==> config.mk <==
export PLATFORM = sky130hd
export DESIGN_NAME = fpadd_sched
export DESIGN_NICKNAME = d
export VERILOG_FILES = /design/src/rtl/fpadd_pkg.sv /design/src/rtl/fpadd_sched_rr_pick.sv /design/src/rtl/fpadd_sched.sv
export SDC_FILE = /design/constraint.sdc
export NUM_CORES = 1
export LEC_CHECK = 0
export ABC_AREA = 0
export CAP_MARGIN = 25
export CORE_AREA = 2 2 154 156
export CTS_BUF_LIST = sky130_fd_sc_hd__clkbuf_8 sky130_fd_sc_hd__clkbuf_16
export DETAILED_ROUTE_END_ITERATION = 7
export DIE_AREA = 0 0 156 158
export PLACE_DENSITY = 0.71
export REMOVE_ABC_BUFFERS = 1
export SETUP_SLACK_MARGIN = 0.5
export SYNTH_ARGS = -nofsm -noshare
export SYNTH_HDL_FRONTEND = slang
export SYNTH_SLANG_ARGS = --single-unit
==> constraint.sdc <==
create_clock -name clk -period 13.6 [get_ports clk]
set_input_delay 2.72 -clock clk [delete_from_list [all_inputs] [get_ports clk]]
set_output_delay 2.72 -clock clk [all_outputs]
set_load 0.05 [all_outputs]
==> src/rtl/fpadd_pkg.sv <==
// Shared types and constants for the floating-point adder scheduler.
package fpadd_pkg;

  localparam int unsigned FP_W              = 32;
  localparam logic [31:0] FP_QNAN           = 32'h7FC0_0000;
  localparam int unsigned FPADD_TIMEOUT_DEF = 320;

  typedef enum logic [1:0] {
    ST_IDLE  = 2'd0,
    ST_ISSUE = 2'd1,
    ST_WAIT  = 2'd2,
    ST_RESP  = 2'd3
  } sched_state_t;

  // Operand pair handed to the shared adder.
  typedef struct packed {
    logic [FP_W-1:0] a;
    logic [FP_W-1:0] b;
  } fp_pair_t;

endpackage

==> src/rtl/fpadd_sched_rr_pick.sv <==
// Combinational round-robin picker: first request at or above the pointer, with wrap.
module rr_pick #(
  parameter  int unsigned NREQ = 4,
  localparam int unsigned IW   = $clog2(NREQ)
) (
  input  logic [NREQ-1:0] i_req,
  input  logic [IW-1:0]   i_ptr,
  output logic [NREQ-1:0] o_grant_c,
  output logic [IW-1:0]   o_idx_c,
  output logic            o_any_c
);

  int unsigned   w_pos;
  logic [IW-1:0] w_cand;
  logic          w_found;

  // Scan NREQ positions starting at the pointer; the first set request wins.
  always_comb begin
    o_grant_c = '0;
    o_idx_c   = '0;
    o_any_c   = |i_req;
    w_found   = 1'b0;
    w_pos     = 0;
    w_cand    = '0;
    for (int unsigned k = 0; k < NREQ; k++) begin
      w_pos = 32'(i_ptr) + k;
      if (w_pos >= NREQ) begin
        w_pos = w_pos - NREQ;
      end
      w_cand = IW'(w_pos);
      if (!w_found && i_req[w_cand]) begin
        w_found           = 1'b1;
        o_grant_c[w_cand] = 1'b1;
        o_idx_c           = w_cand;
      end
    end
  end

endmodule

==> src/rtl/fpadd_sched.sv <==
// Round-robin scheduler in front of one shared multi-cycle fp adder, with a done watchdog.
module fpadd_sched
  import fpadd_pkg::*;
#(
  parameter  int unsigned NREQ    = 4,
  parameter  int unsigned TIMEOUT = FPADD_TIMEOUT_DEF,
  localparam int unsigned IW      = $clog2(NREQ)
) (
  input  logic                 clk,
  input  logic                 reset,
  input  logic [NREQ-1:0]      req_valid,
  input  logic [NREQ*FP_W-1:0] req_a,
  input  logic [NREQ*FP_W-1:0] req_b,
  output logic [NREQ-1:0]      req_ready,
  output logic                 resp_valid,
  output logic [IW-1:0]        resp_id,
  output logic [FP_W-1:0]      resp_sum,
  output logic                 resp_err,
  output logic                 add_start,
  output logic [FP_W-1:0]      add_a,
  output logic [FP_W-1:0]      add_b,
  input  logic [FP_W-1:0]      add_sum,
  input  logic                 add_done
);

  localparam int unsigned CW = $clog2(TIMEOUT + 1);

  sched_state_t              r_state, w_state_nxt;
  logic [IW-1:0]             r_ptr, w_ptr_nxt;
  logic [IW-1:0]             r_owner, w_owner_nxt;
  fp_pair_t                  r_op, w_op_nxt;
  logic [FP_W-1:0]           r_sum, w_sum_nxt;
  logic                      r_err, w_err_nxt;
  logic [CW-1:0]             r_cnt, w_cnt_nxt;
  logic                      r_start;
  logic                      r_resp;
  logic [NREQ-1:0]           w_grant;
  logic [IW-1:0]             w_idx;
  logic                      w_any;
  logic [NREQ-1:0][FP_W-1:0] w_a_vec;
  logic [NREQ-1:0][FP_W-1:0] w_b_vec;

  assign w_a_vec = req_a;
  assign w_b_vec = req_b;

  rr_pick #(.NREQ(NREQ)) u_pick (
    .i_req     (req_valid),
    .i_ptr     (r_ptr),
    .o_grant_c (w_grant),
    .o_idx_c   (w_idx),
    .o_any_c   (w_any)
  );

  // Next-state, datapath next values and the combinational accept.
  always_comb begin
    w_state_nxt = r_state;
    w_ptr_nxt   = r_ptr;
    w_owner_nxt = r_owner;
    w_op_nxt    = r_op;
    w_sum_nxt   = r_sum;
    w_err_nxt   = r_err;
    w_cnt_nxt   = r_cnt;
    req_ready   = '0;
    unique case (r_state)
      ST_IDLE: begin
        if (w_any) begin
          req_ready   = reset ? '0 : w_grant;
          w_op_nxt.a  = w_a_vec[w_idx];
          w_op_nxt.b  = w_b_vec[w_idx];
          w_owner_nxt = w_idx;
          w_state_nxt = ST_ISSUE;
        end
      end
      ST_ISSUE: begin
        w_cnt_nxt   = '0;
        w_state_nxt = ST_WAIT;
      end
      ST_WAIT: begin
        w_cnt_nxt = r_cnt + 1'b1;
        // A real completion beats a watchdog expiry in the same cycle.
        if (add_done) begin
          w_sum_nxt   = add_sum;
          w_err_nxt   = 1'b0;
          w_state_nxt = ST_RESP;
        end else if (r_cnt == CW'(TIMEOUT - 1)) begin
          w_sum_nxt   = FP_QNAN;
          w_err_nxt   = 1'b1;
          w_state_nxt = ST_RESP;
        end
      end
      ST_RESP: begin
        w_ptr_nxt   = (r_owner == IW'(NREQ - 1)) ? '0 : r_owner + 1'b1;
        w_state_nxt = ST_IDLE;
      end
      default: begin
        w_state_nxt = ST_IDLE;
      end
    endcase
  end

  // State, datapath and registered strobes; strobes are decoded from the next state.
  always_ff @(posedge clk or posedge reset) begin
    if (reset) begin
      r_state <= ST_IDLE;
      r_ptr   <= '0;
      r_owner <= '0;
      r_op    <= '0;
      r_sum   <= '0;
      r_err   <= 1'b0;
      r_cnt   <= '0;
      r_start <= 1'b0;
      r_resp  <= 1'b0;
    end else begin
      r_state <= w_state_nxt;
      r_ptr   <= w_ptr_nxt;
      r_owner <= w_owner_nxt;
      r_op    <= w_op_nxt;
      r_sum   <= w_sum_nxt;
      r_err   <= w_err_nxt;
      r_cnt   <= w_cnt_nxt;
      r_start <= (w_state_nxt == ST_ISSUE);
      r_resp  <= (w_state_nxt == ST_RESP);
    end
  end

  assign add_start  = r_start;
  assign add_a      = r_op.a;
  assign add_b      = r_op.b;
  assign resp_valid = r_resp;
  assign resp_id    = r_owner;
  assign resp_sum   = r_sum;
  assign resp_err   = r_err;

endmodule

**After elaboration in Yosys (flattened, before gate mapping)**

Cells that the tools add are included.

- $add $sub $neg: 9
- Order comparisons: 13
- Equality and inequality tests: 7
- Muxes and demuxes: 48
- Bitwise logic cells: 3
- Reductions and logical operators: 16

Operator list:

| kind | number |
|---|---|
| $bmux W32 S2 | 2 |
| $mux W32 | 4 |
| $mux W4 | 7 |
| $mux W2 | 12 |
| $pmux W9 S2 | 1 |
| $lt A2 B3 Y1 const B | 5 |
| $mux W1 | 13 |
| $or A4 B4 Y4 | 3 |
| $add A9 B1 Y9 const B | 1 |
| $eq A9 B9 Y1 const B | 1 |
| $ge A3 B3 Y1 const B | 3 |
| $bmux W1 S2 | 4 |
| $demux W1 S2 | 4 |
| $eq A2 B2 Y1 const B | 4 |
| $ge A2 B1 Y1 const B | 4 |
| $pmux W2 S4 | 1 |
| $sub A2 B1 Y2 const B | 4 |
| $logic_and A1 B1 Y1 | 7 |
| $add A2 B2 Y3 const B | 2 |
| $eq A2 B1 Y1 const B | 2 |
| $reduce_and A2 Y1 | 2 |
| $reduce_bool A2 Y1 | 2 |
| $reduce_or A4 Y1 | 1 |
| $add A2 B1 Y3 const B | 1 |
| other kinds (4) | 6 |

- Flip-flop bits (word level): 114
- Input port bits: 295
- Word-level logic and storage cells: 106

**Depth between registers and ports, before layout**

- Word-level depth: 17
- Mapped depth: 12
- Depth with buffers taken out: 7

**Cells and area by module**

Synthesis repeated with hierarchy kept, for this count alone.

- Cell total of the unflattened synthesis: 488
- Area, all modules: 6471.2 um^2

Modules (own cells, without submodules):

| module | times used | cells an instance | area each (um^2) | seq. area each (um^2) |
|---|---|---|---|---|
| fpadd_sched | 1 | 439 | 6059.6 | 2852.7 |
| rr_pick | 1 | 49 | 411.6 | 0.0 |

**Worst setup path before layout**

OpenSTA, ideal clock, no wires.

- Kind: input to output
- From: input reset
- To: output req_ready[0]
- Arrival: 6355 ps
- Data required time: 10880 ps
- Setup slack: 4525 ps
- Stages on the path: 3
- Path buffers: 0
- Path through: inv_1 > nand2b_1 > a21oi_1

- Cells in the longest elaborated chain, start to end: 3

Ends and longest elaborated chain:

| element | RTL line | RTL |
|---|---|---|
| start, declared | fpadd_sched.sv:10 | `input logic reset,` |
| $mux W4 | fpadd_sched.sv:67 | `req_ready = reset ? '0 : w_grant;` |
| $mux W4 | fpadd_sched.sv:66 | `if (w_any) begin` |
| $mux W4 | fpadd_sched.sv:64 | `unique case (r_state)` |
| end, declared | fpadd_sched.sv:14 | `output logic [NREQ-1:0] req_ready,` |

No other way between the ends.

**Worst setup path after layout**

- From: input req_valid[3]
- To: output req_ready[1]

- Cells in the longest elaborated chain, start to end: 15
- Elaborated cells on any way between the ends: 28

Ends and longest elaborated chain:

| element | RTL line | RTL |
|---|---|---|
| start, declared | fpadd_sched.sv:11 | `input logic [NREQ-1:0] req_valid,` |
| $bmux W1 S2 | fpadd_sched_rr_pick.sv:31 | `if (!w_found && i_req[w_cand]) begin` |
| $mux W1 (not written as such) | fpadd_sched_rr_pick.sv:31 |  |
| $mux W1 | fpadd_sched_rr_pick.sv:31 |  |
| $logic_not A1 Y1 | fpadd_sched_rr_pick.sv:31 |  |
| $logic_and A1 B1 Y1 | fpadd_sched_rr_pick.sv:31 |  |
| $mux W1 | fpadd_sched_rr_pick.sv:31 |  |
| $logic_not A1 Y1 | fpadd_sched_rr_pick.sv:31 |  |
| $logic_and A1 B1 Y1 | fpadd_sched_rr_pick.sv:31 |  |
| $mux W1 | fpadd_sched_rr_pick.sv:31 |  |
| $logic_not A1 Y1 | fpadd_sched_rr_pick.sv:31 |  |
| $logic_and A1 B1 Y1 | fpadd_sched_rr_pick.sv:31 |  |
| $mux W4 | fpadd_sched_rr_pick.sv:31 |  |
| $mux W4 | fpadd_sched.sv:67 |  |
| $mux W4 * | fpadd_sched.sv:66 |  |
| $mux W4 * | fpadd_sched.sv:64 |  |

Mark *: on every way between the ends. The rest lies on a longest branch, timed or not. The select of a mux whose other input is x is not followed.

==> flow_summary.json <==
{
  "power_leakage_nw": 5.274,
  "ys_ff_latch": 114,
  "post-place-ws_ns": 4.908,
  "hp-class": "register to register",
  "power_per_cell_area_mw_per_mm2": 253.9,
  "slowest_stage": "clkdlybuf4s50_1",
  "wl_per_cell_um": 21.28,
  "status": "finished, final reports clean",
  "rsz0062_at_grt": "false",
  "end_kind": "primary output",
  "overflow": 0,
  "synth.avg_cell_area_um2": 9.739,
  "synthDistinctLibCells": 52,
  "timing.slew.headroom": 0.3035,
  "synth_top_cell_by_area": "dfrtp_1",
  "setup_viol": 0,
  "die_w_um": 156,
  "path_cells": "clkdlybuf4s50_1 > mux4_2 > nor2b_1 > a22o_2 > mux2i_1 > a21oi_1 > clkdlybuf4s50_1",
  "io_pins": 400,
  "grt_max_degree": 87,
  "syn_to_final_growth_pct": 58.19,
  "min_period_ns": 8.723,
  "setup_slack_ns": 4.877,
  "start_util": 0.3473,
  "postCtsSetupBuffers": 0,
  "cts_tree": "yes",
  "fin_setup_tns_ns": 0,
  "report.final.hold_viol_count": 0,
  "cpMostUsedCell": "clkdlybuf4s50_1",
  "grt_first_pass_wirelength_um": 47310,
  "min_from": "resp_sum[14]",
  "hold_slack_ns": 0.4657,
  "drc": 0,
  "async_flop_share": 1.000,
  "drt_iter0_drc": 673,
  "ctsHoldBuffers": 0,
  "layout_commonest_cell": "clkdlybuf4s50_1",
  "die_y_um": 158,
  "cts_resized": 0,
  "cp_top_family": "buffers and inverters",
  "dp_cells": 1443,
  "h-tree-depth": 4,
  "period_share": 0.6414,
  "viasPerCell": 5.708,
  "crit_buf_inv": 2,
  "cp-start-kind": "primary input",
  "gp_congestion": 0.8238,
  "required_ns": 10.88,
  "antenna_found_initial": 3,
  "syn_inst": 822,
  "hpwlAfterDp_um": 22200,
  "grt_pass1_vias": 8340,
  "ys_seq_area_frac": 0.3564,
  "r2r-start": "r_ptr[1]",
  "ant_nets": 0,
  "synth.top_cell.area_share": 0.3564,
  "finClkSkew_ns": 0.01543,
  "vias": 8431,
  "cts_buffer_depth": 2,
  "slew_violations": 0,
  "max_freq_mhz": 114.6,
  "max-cap-violations": 0,
  "cts.reportedPaths.clkPinSlew_ns": 0.05,
  "syn_area_mm2": 0.008005,
  "clk_latency_ns": 0.41,
  "critPathMaxFanout": 13,
  "drive_above_1_share": 0.05907,
  "crit_start": "req_valid[3]",
  "synth-main-ff-cell": "dfrtp_1",
  "rows": 56,
  "worst-setup-path-type": "primary input to primary output",
  "synth-edff-count": 0,
  "peakVddDrop_mv": 0.1348,
  "track_usage": 0.2477,
  "cts_buffers": 17,
  "synth.area.top_cells": "dfrtp_1 (36%), mux2_1 (8.9%), mux2i_1 (8.8%), a222oi_1 (8.0%), o221ai_1 (7.0%)",
  "final_cell_mix": "clkdlybuf4s50_1 (399), nand2_1 (137), dfrtp_1 (113)",
  "wl_um": 31430,
  "io_buffer_count": 399,
  "arrival_ns": 6.00,
  "die_area_mm2": 0.02465,
  "max_stage_delay_ns": 0.82,
  "fin_cells": 1477,
  "cts_root_buf": "clkbuf_16",
  "cts_sinks": 114,
  "core_mm2": 0.02305,
  "final_nets": 1480,
  "worst_pin_slew_ns": 1.045,
  "yosysWarningCount": 0,
  "first_pass_iters": 7
}
==> worst paths after layout <==
path | endpoint | slack (ns) | depth (start not counted)
worst min register to register | resp_sum[14] | 0.47 | 2
worst max register to register | add_a[18] | 9.76 | 8
max in group asynchronous | r_ptr[0] | 9.40 | 3
min in group asynchronous | resp_sum[31] | 2.79 | 2
worst min-delay path | resp_sum[14] | 0.47 | 2
worst max-delay path | req_ready[1] | 4.88 | 7
==> power by group <==
| part | internal, W | switching [W] |
|---|---|---|
| clock | 0.000302 | 0.000180 |
| combinational | 0.000798 | 0.00134 |
| sequential | 0.000499 | 0.0000978 |
==> stage by stage <==
stage                       util  power [W]  cell area (µm²)
after detailed placement  0.5220   0.002743            12030
after global routing      0.5493   0.003404            12660
after floorplan                -   0.002009             7492
after CTS                 0.5491   0.003240            12660
final                     0.5493   0.003216            12660
after global placement    0.5200   0.002698            11990
==> synthesized netlist by cell type (all sizes together) (4+ instances only) <==
cell type / number
nand2: 137
dfrtp: 114
mux2i: 71
mux2: 68
nor2b: 67
o221ai: 65
a222oi: 64
clkbuf: 55
nand3: 31
buf: 28
o21ai: 26
nor2: 22
ha: 13
inv: 11
a21oi: 7
a22o: 4
nand2b: 4
==> kinds of logic after synthesis <==
kind of cell / synth area share
AO/OA/AOI/OAI: 0.1955
flip-flops: 0.3564
AND/OR/NAND/NOR: 0.1615
multiplexers: 0.1944
buffers and inverters: 0.06971
adder cells (fa/ha/maj): 0.02032
XOR/XNOR: 0.002189
==> cell type report <==
class | count | area [µm²]
Tap cell | 290 | 362.8
Fill cell | 2079 | 10390
Antenna cell | 2 | 5.005
Clock buffer | 19 | 452.9
Clock inverter | 13 | 171.4
Multi-Input combinational cell | 613 | 4628
Inverter | 12 | 47.55
Timing Repair Buffer | 414 | 4139
Sequential cell | 114 | 2856
==> worst reg2reg max path, stage by stage (launching register included) <==
cell and delay (ns):
dfrtp_1 0.61, inv_1 0.23, ha_1 0.53, mux2i_1 0.30
nor3_1 0.10, or3_2 0.78, buf_4 0.43, a222oi_1 0.52
o221ai_1 0.18
==> sequential cells by signal (all words and copies together) (netlist names) <==
register and count:
resp_sum 32, r_cnt 9, resp_err 1, add_a 32
add_start 1, add_b 32, resp_id 2, r_ptr 2
r_state 2, resp_valid 1
==> per-layer routing <==
metal / track usage / up-vias / part of all wire
li1: - / 3848 / -
met1: 0.2896 / 4107 / 0.39
met2: 0.4244 / 424 / 0.49
met3: 0.08240 / 50 / 0.098
met4: 0.09087 / 2 / 0.027
met5: 0 / - / 0.00045
Note: power is estimated with default switching activity, not from simulation.
